==> config.mk <==
export PLATFORM = sky130hd
export DESIGN_NAME = hilo_muldiv
export DESIGN_NICKNAME = d
export VERILOG_FILES = /design/src/rtl/hilo_pkg.sv /design/src/rtl/hilo_iter_step.sv /design/src/rtl/hilo_muldiv.sv
export SDC_FILE = /design/constraint.sdc
export NUM_CORES = 1
export LEC_CHECK = 0
export BUFFER_PORTS_ARGS = -buffer_cell sky130_fd_sc_hd__buf_2
export CAP_MARGIN = 20
export CORE_UTILIZATION = 66
export CTS_CLUSTER_DIAMETER = 200
export CTS_CLUSTER_SIZE = 25
export DETAILED_ROUTE_END_ITERATION = 16
export PLACE_DENSITY = 0.95
export SLEW_MARGIN = 20
export SYNTH_ARGS = -nofsm -noshare
export SYNTH_HDL_FRONTEND = slang
export SYNTH_SLANG_ARGS = --single-unit
==> constraint.sdc <==
create_clock -name clk -period 4.8 [get_ports clk]
set_clock_uncertainty 0.2 [all_clocks]
set_input_delay 0.48 -clock clk [delete_from_list [all_inputs] [get_ports clk]]
set_output_delay 0.48 -clock clk [all_outputs]
set_load 0.005 [all_outputs]
==> src/rtl/hilo_pkg.sv <==
// hilo_pkg: shared constants for the HI/LO multiply/divide unit.
// Op encoding, FSM state encoding, datapath width and divide-by-zero LO value.
// 3'b111 is reserved and decodes as a NOP.
package hilo_pkg;

  localparam int WIDTH = 32;
  localparam int ITER  = WIDTH;

  localparam logic [2:0] OP_NOP   = 3'b000;
  localparam logic [2:0] OP_MULT  = 3'b001;
  localparam logic [2:0] OP_MULTU = 3'b010;
  localparam logic [2:0] OP_DIV   = 3'b011;
  localparam logic [2:0] OP_DIVU  = 3'b100;
  localparam logic [2:0] OP_MTHI  = 3'b101;
  localparam logic [2:0] OP_MTLO  = 3'b110;

  localparam logic [WIDTH-1:0] DIV0_LO = 32'hFFFF_FFFF;

  typedef enum logic [1:0] {
    S_IDLE = 2'd0,
    S_RUN  = 2'd1,
    S_FIX  = 2'd2
  } state_t;

endpackage

==> src/rtl/hilo_iter_step.sv <==
// hilo_iter_step: one shift-add multiply step or one restoring-divide step.
// Latency: purely combinational.
// Backpressure: none; the caller decides when to register the result.
module hilo_iter_step
  import hilo_pkg::*;
(
  input  logic             is_div,
  input  logic [WIDTH-1:0] acc,
  input  logic [WIDTH-1:0] opnd,
  input  logic [WIDTH-1:0] mcand,
  output logic [WIDTH-1:0] acc_nxt,
  output logic [WIDTH-1:0] opnd_nxt
);

  logic [WIDTH:0] sum;
  logic [WIDTH:0] shifted;
  logic [WIDTH:0] diff;
  logic           diff_unused;

  // Multiply: {acc,opnd} is the running product shifted right each step.
  assign sum = {1'b0, acc} + {1'b0, mcand};
  // Divide: acc is the partial remainder, opnd shifts the dividend out and quotient in.
  assign shifted = {acc, opnd[WIDTH-1]};
  assign diff    = shifted - {1'b0, mcand};
  // Remainder stays below the divisor, so the top difference bit is always zero when taken.
  assign diff_unused = diff[WIDTH];

  // Select the next accumulator/operand pair for the active operation.
  always_comb begin
    acc_nxt  = acc;
    opnd_nxt = opnd;
    if (is_div) begin
      if (shifted >= {1'b0, mcand}) begin
        acc_nxt  = diff[WIDTH-1:0];
        opnd_nxt = {opnd[WIDTH-2:0], 1'b1};
      end else begin
        acc_nxt  = shifted[WIDTH-1:0];
        opnd_nxt = {opnd[WIDTH-2:0], 1'b0};
      end
    end else if (opnd[0]) begin
      acc_nxt  = sum[WIDTH:1];
      opnd_nxt = {sum[0], opnd[WIDTH-1:1]};
    end else begin
      acc_nxt  = {1'b0, acc[WIDTH-1:1]};
      opnd_nxt = {acc[0], opnd[WIDTH-1:1]};
    end
  end

endmodule

==> src/rtl/hilo_muldiv.sv <==
// hilo_muldiv: iterative MULT/MULTU/DIV/DIVU unit owning HI/LO, plus MTHI/MTLO writes.
// Latency: 33 edges start->done (32 RUN + 1 FIX); MTHI/MTLO take effect at the start edge.
// Backpressure: busy while not IDLE; start is ignored while busy. HILO_FAST_MULT_EN: 1-cycle mult.
module hilo_muldiv
  import hilo_pkg::*;
(
  input  logic             clk,
  input  logic             rst_n,
  input  logic             start,
  input  logic [2:0]       op,
  input  logic [WIDTH-1:0] rs_val,
  input  logic [WIDTH-1:0] rt_val,
  output logic             busy,
  output logic             done,
  output logic [WIDTH-1:0] hi,
  output logic [WIDTH-1:0] lo
);

  state_t             state;
  logic [4:0]         count;
  logic [WIDTH-1:0]   acc;
  logic [WIDTH-1:0]   opnd;
  logic [WIDTH-1:0]   mcand;
  logic               is_div;
  logic               neg_res;
  logic               neg_rem;
  logic               div0;

  logic               mult_op;
  logic               div_op;
  logic               signed_op;
  logic [WIDTH-1:0]   rs_abs;
  logic [WIDTH-1:0]   rt_abs;
  logic [WIDTH-1:0]   acc_nxt;
  logic [WIDTH-1:0]   opnd_nxt;
  logic [2*WIDTH-1:0] prod_mag;
  logic [2*WIDTH-1:0] prod_fix;
  logic [WIDTH-1:0]   quo_fix;
  logic [WIDTH-1:0]   rem_fix;

  assign busy      = (state != S_IDLE);
  assign mult_op   = (op == OP_MULT) || (op == OP_MULTU);
  assign div_op    = (op == OP_DIV)  || (op == OP_DIVU);
  assign signed_op = (op == OP_MULT) || (op == OP_DIV);
  assign rs_abs    = (signed_op && rs_val[WIDTH-1]) ? -rs_val : rs_val;
  assign rt_abs    = (signed_op && rt_val[WIDTH-1]) ? -rt_val : rt_val;

  // Sign correction applied in FIX. 0x80000000 survives abs/negate unchanged, so
  // DIV 0x80000000/-1 yields 0x80000000 without any special case.
  assign prod_mag = {acc, opnd};
  assign prod_fix = neg_res ? -prod_mag : prod_mag;
  assign quo_fix  = div0 ? DIV0_LO : (neg_res ? -opnd : opnd);
  // With a zero divisor the remainder path returns |dividend|, re-signed back to rs_val.
  assign rem_fix  = neg_rem ? -acc : acc;

`ifdef HILO_FAST_MULT_EN
  logic [2*WIDTH-1:0] fast_prod;
  assign fast_prod = {{WIDTH{1'b0}}, rs_abs} * {{WIDTH{1'b0}}, rt_abs};
`endif

  hilo_iter_step u_step (
    .is_div   (is_div),
    .acc      (acc),
    .opnd     (opnd),
    .mcand    (mcand),
    .acc_nxt  (acc_nxt),
    .opnd_nxt (opnd_nxt)
  );

  // Control FSM plus HI/LO and iteration datapath registers.
  always_ff @(posedge clk or negedge rst_n) begin
    if (!rst_n) begin
      state   <= S_IDLE;
      count   <= 5'd0;
      acc     <= '0;
      opnd    <= '0;
      mcand   <= '0;
      is_div  <= 1'b0;
      neg_res <= 1'b0;
      neg_rem <= 1'b0;
      div0    <= 1'b0;
      hi      <= '0;
      lo      <= '0;
      done    <= 1'b0;
    end else begin
      done <= 1'b0;
      case (state)
        S_IDLE: begin
          if (start) begin
            if (op == OP_MTHI) begin
              hi <= rs_val;
            end else if (op == OP_MTLO) begin
              lo <= rs_val;
            end else if (mult_op || div_op) begin
              is_div  <= div_op;
              div0    <= div_op && (rt_val == '0);
              neg_res <= signed_op && (rs_val[WIDTH-1] ^ rt_val[WIDTH-1]);
              neg_rem <= signed_op && rs_val[WIDTH-1];
              count   <= 5'd0;
              acc     <= '0;
              // Multiply shifts the multiplier (rt) through opnd; divide shifts the dividend.
              opnd    <= div_op ? rs_abs : rt_abs;
              mcand   <= div_op ? rt_abs : rs_abs;
              state   <= S_RUN;
`ifdef HILO_FAST_MULT_EN
              if (mult_op) begin
                {acc, opnd} <= fast_prod;
                state       <= S_FIX;
              end
`endif
            end
          end
        end
        S_RUN: begin
          acc  <= acc_nxt;
          opnd <= opnd_nxt;
          if (count == 5'(ITER - 1)) begin
            state <= S_FIX;
          end else begin
            count <= count + 5'd1;
          end
        end
        S_FIX: begin
          if (is_div) begin
            hi <= rem_fix;
            lo <= quo_fix;
          end else begin
            {hi, lo} <= prod_fix;
          end
          done  <= 1'b1;
          state <= S_IDLE;
        end
        default: state <= S_IDLE;
      endcase
    end
  end

endmodule

After elaboration in Yosys (flattened, before gate mapping)
Index checks and enable logic that the tools add are counted.
{"block": "classes", "addsub": 8, "n_mul": 0, "div": 0, "magnitude_cmp": 1, "eq_ne": 17, "shifts": 0, "n_mux": 46, "bitwise_logic": 3, "reduce_logical": 19}
{"cell": "32-bit two-way mux", "n": 27}
{"cell": "32-bit one-hot mux with 2 select lines", "n": 4}
{"cell": "32-bit negator", "n": 4}
{"cell": "64-bit two-way mux", "n": 1}
{"cell": "64-bit negator", "n": 1}
{"cell": "32-bit by 32-bit adder with 33-bit output", "n": 1}
{"cell": "33-bit by 32-bit >= comparator with 1-bit output", "n": 1}
{"cell": "32-bit zero test", "n": 1}
{"cell": "32-bit subtractor", "n": 1}
{"cell": "5-bit two-way mux", "n": 5}
{"cell": "2-bit != test (second input constant)", "n": 8}
{"cell": "5-bit AND reduction", "n": 3}
{"cell": "2-bit two-way mux", "n": 5}
{"cell": "5-bit one-hot mux with 2 select lines", "n": 1}
{"cell": "3-bit equality test (second input constant)", "n": 3}
{"cell": "3-bit by 2-bit equality test with 1-bit output (second input constant)", "n": 2}
{"cell": "6-bit AND reduction", "n": 1}
{"cell": "2-bit nonzero test", "n": 3}
{"cell": "5-bit by 1-bit adder with 5-bit output (second input constant)", "n": 1}
{"cell": "5-bit equality test (second input constant)", "n": 1}
{"cell": "1-bit logical AND", "n": 4}
{"cell": "1-bit logical OR", "n": 4}
{"cell": "2-bit one-hot mux with 2 select lines", "n": 1}
{"cell": "4-bit AND reduction", "n": 1}
{"cell": "8 further kinds", "n": 10}
{"block": "totals", "register_bits": 172, "latch_bits": 0, "ramBits": 0, "mem_bits_ro": 0, "input_bits": 70, "out_inout_bits": 66, "wordCells": 106, "mem_count": 0}

Depth between registers and ports, before layout
Gate-level depths: netlist of the first run.
{"block": "depth", "depth_word": 10, "ltp_mapped": 13, "depth_no_buf": 13}

Cells and area by module
A second synthesis of the first run with hierarchy kept.
{"block": "unflattened", "cells_unflattened": 2008, "hier_area_um2": 15680.0}
{"mod": "hilo_muldiv", "instances": 1, "cells_per_inst": 1262, "area_per_inst_um2": 10719.0, "seq_area_each_um2": 4304.1}
{"mod": "hilo_iter_step", "instances": 1, "cells_per_inst": 746, "area_per_inst_um2": 4961.0, "seq_area_each_um2": 0.0}

Least setup slack after synthesis of the first run
OpenSTA, ideal clock, no wires.
{"block": "synth_timing", "path_type": "register to register", "start": "register acc[9]", "end": "register acc[20]", "setup_time_ns": 0.064, "arrival_time_ns": 2.937, "required_time_ns": 4.536, "setup_slack_ns": 1.599, "path_stages_with_launch": 12, "n_path_buf": 1, "period_less_slack_ns": 3.201, "cell_sequence": "dfrtp_1 -> ha_1 -> a21o_1 -> a21o_1 -> a2111oi_0 -> o211ai_1 -> a21oi_1 -> o311ai_2 -> buf_4 -> mux2i_1 -> a221oi_1 -> a21o_1"}
{"block": "synth_between", "elab_chain_len": 4, "elab_cells_between_ends": 7, "cone_classes": "add/sub (2); order compare (1); mux (4)"}
{"item": "start: declaration", "line": "hilo_muldiv.sv:21", "rtl": "logic [WIDTH-1:0] acc;"}
{"item": "start signal: assignment", "line": "hilo_muldiv.sv:115", "rtl": "acc <= acc_nxt;"}
{"item": "32-bit by 32-bit adder with 33-bit output, or another cell as far along", "line": "hilo_iter_step.sv:21", "rtl": "assign sum = {1'b0, acc} + {1'b0, mcand};"}
{"item": "32-bit two-way mux, on equally long branches", "line": "hilo_iter_step.sv:40, hilo_iter_step.sv:33"}
{"item": "32-bit two-way mux *", "line": "hilo_iter_step.sv:32", "rtl": "if (is_div) begin"}
{"item": "32-bit one-hot mux with 2 select lines *", "line": "hilo_muldiv.sv:87", "rtl": "case (state)"}
Mark *: on every way between the ends. The rest lies on a longest branch, timed or not.
A chain may end at the register's enable or synchronous reset.

Worst setup path in the final report of the first run
Ends and elaborated chain as after synthesis.

==> results of run 1 <==
## final timing paths
check	to	slack [ns]	depth (start not counted)
setup / recovery	acc[20]	0.81	11
hold / removal	mcand[0]	0.18	3
setup reg to reg	acc[20]	0.81	11
hold reg to reg	lo[25]	0.28	2
max in group asynchronous	opnd[16]	2.77	3
min in group asynchronous	acc[28]	0.47	2
## where the power goes
part           leakage, nW  internal, W  switching [W]
clock                0.304     0.000757       0.000743
combinational         5.03      0.00382        0.00547
sequential            2.10      0.00216        0.00101
## cells in the final DEF, fill, tap and decap left out, drive strengths merged, types with 19 or more instances in the layout
| cell type | instances |
|---|---|
| nand2 | 252 |
| o21ai | 220 |
| a21oi | 176 |
| dfrtp | 172 |
| buf | 159 |
| nor2 | 139 |
| xnor2 | 126 |
| inv | 74 |
| mux2i | 73 |
| ha | 70 |
| a21o | 47 |
| xor2 | 46 |
| nor3 | 37 |
| a31oi | 34 |
| o22ai | 33 |
| nand3 | 33 |
| o211ai | 22 |
| mux2 | 19 |
## sequential cells by signal (all words and copies together) (netlist names), 2 cells and up
signal  count
mcand      32
lo         32
state       2
hi         32
opnd       32
count       5
acc        32
## routing by layer
layer  wire (um)  vias to the layer above  GRT usage
li1            -                     7149          -
met1       21500                     7602      0.630
met2       21900                     1153      0.639
met3        7650                      196      0.147
met4        2870                        0      0.207
met5           0                        -          0
## area by class of cell
class | count | area [um2] | area share
clock inverter | 15 | 198 | 0.0119
timing repair buffer | 160 | 885 | 0.0532
multi-input combinational | 1592 | 10200 | 0.614
tap | 285 | 357 | 0.0214
sequential | 172 | 4310 | 0.259
clock buffer | 17 | 425 | 0.0256
inverter | 68 | 255 | 0.0153
## stage by stage
step                      std cells  power [W]  area, um2
after floorplan                1961    0.00951      15300
after global placement         2276     0.0118      16000
after detailed placement       2276     0.0121      16000
after CTS                      2309     0.0136      16600
after global routing           2309     0.0149      16600
final                          2309     0.0140      16600
## timing repair
item,CTS,global route
buffers inserted,0,0
endpoints found under the hold margin,82,0
hold buffers,1,0
## worst max-delay path, delay by kind of cell, from the launching register on
family / cells / cell delay [ns]
flip-flops: 1 / 0.49
buffers and inverters: 1 / 0.26
AO/OA/AOI/OAI: 8 / 2.41
adder cells (fa/ha/maj): 1 / 0.42
multiplexers: 1 / 0.13
## cells by family (layout without fill, tap and decap cells)
group	after synthesis	in the layout
adders and majority gates	72	72
and+or+nand+nor	595	595
buffers and inverters	197	260
DFF	172	172
muxes	92	92
AOI/OAI and AO/OA	661	661
xor gates and xnor gates	172	172
==> flow_summary.ini, run 1 <==
[clocking]
clk_latency_ns = 0.46
clk_pin_slew_ns = 0.08
htree_num_levels = 4
cts-root-buf = clkbuf_16
clkSinkCount = 172
cts_resized = 0
cts_tree = yes
clockBufferDepth = 2
cts_buffers = 17

[final_layout]
syn_to_final_growth_pct = 8.74
antenna_cells_inserted = 0
layout-drive-gt1-share = 0.126
fin_util = 0.733
fillCellCount = 1766
nets = 2153

[setup_path]
critPathSlowestCell = dfrtp_1
startpoint = acc[9]
crit_path_start_kind = flop
r2r_start = acc[9]
worstSetupPathType = flop to flop
cpMostUsedCell = a21o_1
cpPeakStageDelay_ns = 0.49
cp.arrival_ns = 4.19
path_cells = ha_1 -> a21o_1 -> a21o_1 -> a2111oi_0 -> o211ai_1 -> a21oi_1 -> o311ai_4 -> buf_12 -> mux2i_1 -> a221oi_1 -> a21o_1
required_ns = 5.00
crit_fanout = 14
endpoint_kind = flop

[synthesis]
synth_area_leader_cell = dfrtp_1
synth-adder-area-share = 0.0598
yosysSeqAreaShare = 0.281
syn-instance-count = 1961
syn_nets = 2103
yosys_warnings = 0
synth_xor_xnor_area_share = 0.0989
synth-main-ff-cell = dfrtp_1
syn-cell-area_um2 = 15300
synth_common_cells = 251 x nand2_1, 209 x o21ai_0, 175 x a21oi_1, 172 x dfrtp_1, 139 x nor2_1
synth-compound-area-share = 0.264
synth-edff-count = 0
synth_top_area_share = 0.281
ys_top_cells_by_area = dfrtp_1 28%, xnor2_1 7.2%, o21ai_0 6.8%
async_reset_ff_frac = 1.00
synth_cell_type_count = 83
yosys-mux-area-fraction = 0.0617
syn_avg_cell_area_um2 = 7.80
yosysMostFrequentCell = nand2_1
synth_top_family_by_area = compound AO/OA/AOI/OAI gates
synth_simple_gate_area_frac = 0.181
synth_seq_cells = 172

[routing]
vias = 16100
ant_nets = 0
drc = 0
via_per_inst = 6.97
drt-wirelength-per-cell_um = 23.4
drt_iter0_drc = 2323
first_pass_iters = 8
drt_wl_total_um = 54000

[pwr]
cellLeakagePower_nw = 7.43
p_per_area_nw_per_um2 = 839
ir_worst_vdd_uv = 530

[hold_path]
min_from = rs_val[0]
hold_path.class = input port to flop

[die]
dieHeight_um = 154
chipWidth_um = 154
initial_core_util = 0.674
core_area_um2 = 22700
dieArea_um2 = 23800
ios = 136
rows = 55

[sta]
hold_viol = 0
finalCritPeriodShare = 0.831
worst_pin_slew_ns = 1.09
rsz0062_at_grt = false
finalCriticalPeriod_ns = 3.99
slew_headroom = 0.275
setup_viol_count_final = 0
layout_setup_ws_ns = 0.809
fmax_mhz = 251
fin_tns_setup_ns = 0
drv_slew = 0
fin_hold_ws_ns = 0.183

[place]
hpwlAfterDp_um = 39800
gp_congestion = 1.01
place_ws_ns = 0.967
numPortBuffers = 135

[global_route]
grt_pass1_vias = 14700
grt.overflow.total = 0
grt_pass1_wl_um = 83300
grt_usage = 0.453
antenna_found_initial = 0
grt_max_degree = 98

[flow_run]
cap_viol_max_count = 0

[outcome]
status = finished, final reports clean
Power figures use the tool's default switching activity.
==> run 2: changes to the inputs <==
Settings changed: CORE_UTILIZATION 66 to 56, PLACE_DENSITY 0.95 to 0.9.
Clock period 4.8 ns to 3.5 ns, I/O delays scaled along.
==> run 2 against run 1 <==
- utilization is 7.7 points lower
- largest power group unchanged
- first-iteration DRC count is 4.4% higher
- hold slack worse by 0.15 ns
- register-to-register slack worse by 0.79 ns
- fmax is 15% higher
- cell area is 6.0% higher
- via count is 0.99% higher
- non-clock buffer count is 93 higher
- wire length is 2.5% higher
==> flow_summary.ini, run 2 (synthesized netlist as in run 1, its figures left out) <==
[setup_path]
endpoint_kind = flop
critPathSlowestCell = a2111oi_4
worstSetupPathType = flop to flop
r2r_start = mcand[10]
cpMostUsedCell = a21o_1
crit_path_start_kind = flop
cpPeakStageDelay_ns = 0.40
path_cells = inv_1 -> ha_1 -> a21o_1 -> a21o_1 -> a2111oi_4 -> buf_4 -> o211ai_1 -> a21oi_2 -> buf_4 -> o311ai_4 -> buf_12 -> buf_12 -> mux2i_1 -> a221oi_1 -> a21o_1
required_ns = 3.70
startpoint = mcand[10]
crit_fanout = 5
cp.arrival_ns = 3.69

[global_route]
grt_use_met2 = 0.591
grt_max_degree = 98
use_met3 = 0.0960
grt_pass1_vias = 15088
grtUsageMet1 = 0.523
grt_pass1_wl_um = 84500
antenna_found_initial = 0
grt-busiest-layer = met2
grt.overflow.total = 0
grt_usage = 0.389

[die]
dieArea_um2 = 28000
core_area_um2 = 26900
ios = 136
chipWidth_um = 167
dieHeight_um = 167
initial_core_util = 0.569
rows = 60

[pwr]
p_per_area_nw_per_um2 = 1170
power_frac_clock = 0.101
p_sw_frac = 0.500
comb_power_share = 0.710
power.internal_w = 0.0103
cellLeakagePower_nw = 7.94
seq_power_share = 0.189
ir_worst_vdd_uv = 635
switchingPower_w = 0.0104

[place]
hpwlAfterDp_um = 41500
numPortBuffers = 135
gp_congestion = 1.03
place_ws_ns = -0.0313

[sta]
rsz0062_at_grt = true
hold_viol = 0
fmax_mhz = 287
slew_headroom = 0.397
layout_setup_ws_ns = 0.0163
finalCritPeriodShare = 0.995
drv_slew = 0
finalCriticalPeriod_ns = 3.48
setup_viol_count_final = 0
worst_pin_slew_ns = 0.896

[hold_path]
hold_path.class = input port to flop
min_from = rt_val[0]

[clocking]
htree_num_levels = 4
clkSinkCount = 172
cts_buffers = 17
cts-root-buf = clkbuf_16
clk_pin_slew_ns = 0.08
cts_tree = yes
clk_latency_ns = 0.46
clockBufferDepth = 2

[routing]
drc = 0
vias = 16259
first_pass_iters = 7
ant_nets = 0
drt_wl_total_um = 55300
drt_iter0_drc = 2425
via_per_inst = 6.61
drt-wirelength-per-cell_um = 22.5

[final_layout]
fillCellCount = 2234
syn_to_final_growth_pct = 15.2
nets = 2246
layout-drive-gt1-share = 0.173
fin_util = 0.656
layout_commonest_cell = nand2_1
most-common-layout-cells = 251 x nand2_1, 206 x o21ai_0, 173 x a21oi_1

[outcome]
status = finished, final reports clean

[flow_run]
cap_viol_max_count = 0
run 2: cell types whose count changed in the layout (fill, tap and decap cells not counted), sizes merged:
cell    previous run  this run
buf              159       252
clkinv             8         6
diode              0         2
inv               74        76
run 2: per-layer routing:
| metal | share of wire | vias up |
|---|---|---|
| li1 | - | 7356 |
| met1 | 0.40 | 7639 |
| met2 | 0.43 | 1086 |
| met3 | 0.12 | 178 |
| met4 | 0.046 | 0 |
| met5 | 0 | - |
run 2: layout make-up:
type / count / area (um2) / area share
Antenna cell: 2 / 5.00 / 0.000284
Clock buffer: 17 / 425 / 0.0241
Clock inverter: 15 / 210 / 0.0119
Inverter: 68 / 255 / 0.0145
Multi-Input combinational cell: 1592 / 10300 / 0.586
Sequential cell: 172 / 4310 / 0.244
Tap cell: 341 / 427 / 0.0242
Timing Repair Buffer: 253 / 1680 / 0.0951
run 2: worst max-delay path, delay by kind of cell, from the launching register on:
kind                     cells  cell delay, ns
AO/OA/AOI/OAI                8            1.77
flip-flops                   1            0.38
buffers and inverters        5            0.72
adder cells (fa/ha/maj)      1            0.25
multiplexers                 1            0.12
run 2: timing repair:
action | CTS | global route
hold endpoints to repair | 63 | 0
buffers inserted | 0 | 7
pin swaps | 0 | 12
hold buffers | 1 | 0
resized for setup | 1 | 28
setup endpoints to repair | 3 | 30
run 2: power groups by stage:
stage          clock (W)  sequential [W]  combinational, W
2_1_floorplan          0         0.00375           0.00929
3_3_place_gp           0         0.00385            0.0135
3_5_place_dp           0         0.00390            0.0137
4_1_cts          0.00208         0.00386            0.0138
5_1_grt          0.00215         0.00401            0.0158
6_report         0.00209         0.00392            0.0147
run 2: worst paths after layout:
path | cells past startpoint | endpoint | slack [ns]
max reg2reg | 15 | acc[13] | 0.02
min reg2reg | 2 | lo[13] | 0.28
max | 15 | acc[13] | 0.02
min | 3 | mcand[0] | 0.03
min in group asynchronous | 2 | lo[12] | 0.26
max in group asynchronous | 3 | hi[29] | 2.04
run 2: per-stage QoR:
step           setup TNS, ns  power (W)  instances  hold slack, ns  instance area [um2]
2_1_floorplan              0     0.0130       1961          -0.146                15300
3_3_place_gp               0     0.0173       2418           0.205                16800
3_5_place_dp         -0.0356     0.0176       2418           0.215                16800
4_1_cts                    0     0.0197       2451          0.0270                17400
5_1_grt               -0.399     0.0220       2458          0.0768                17600
6_report                   0     0.0207       2460          0.0307                17600
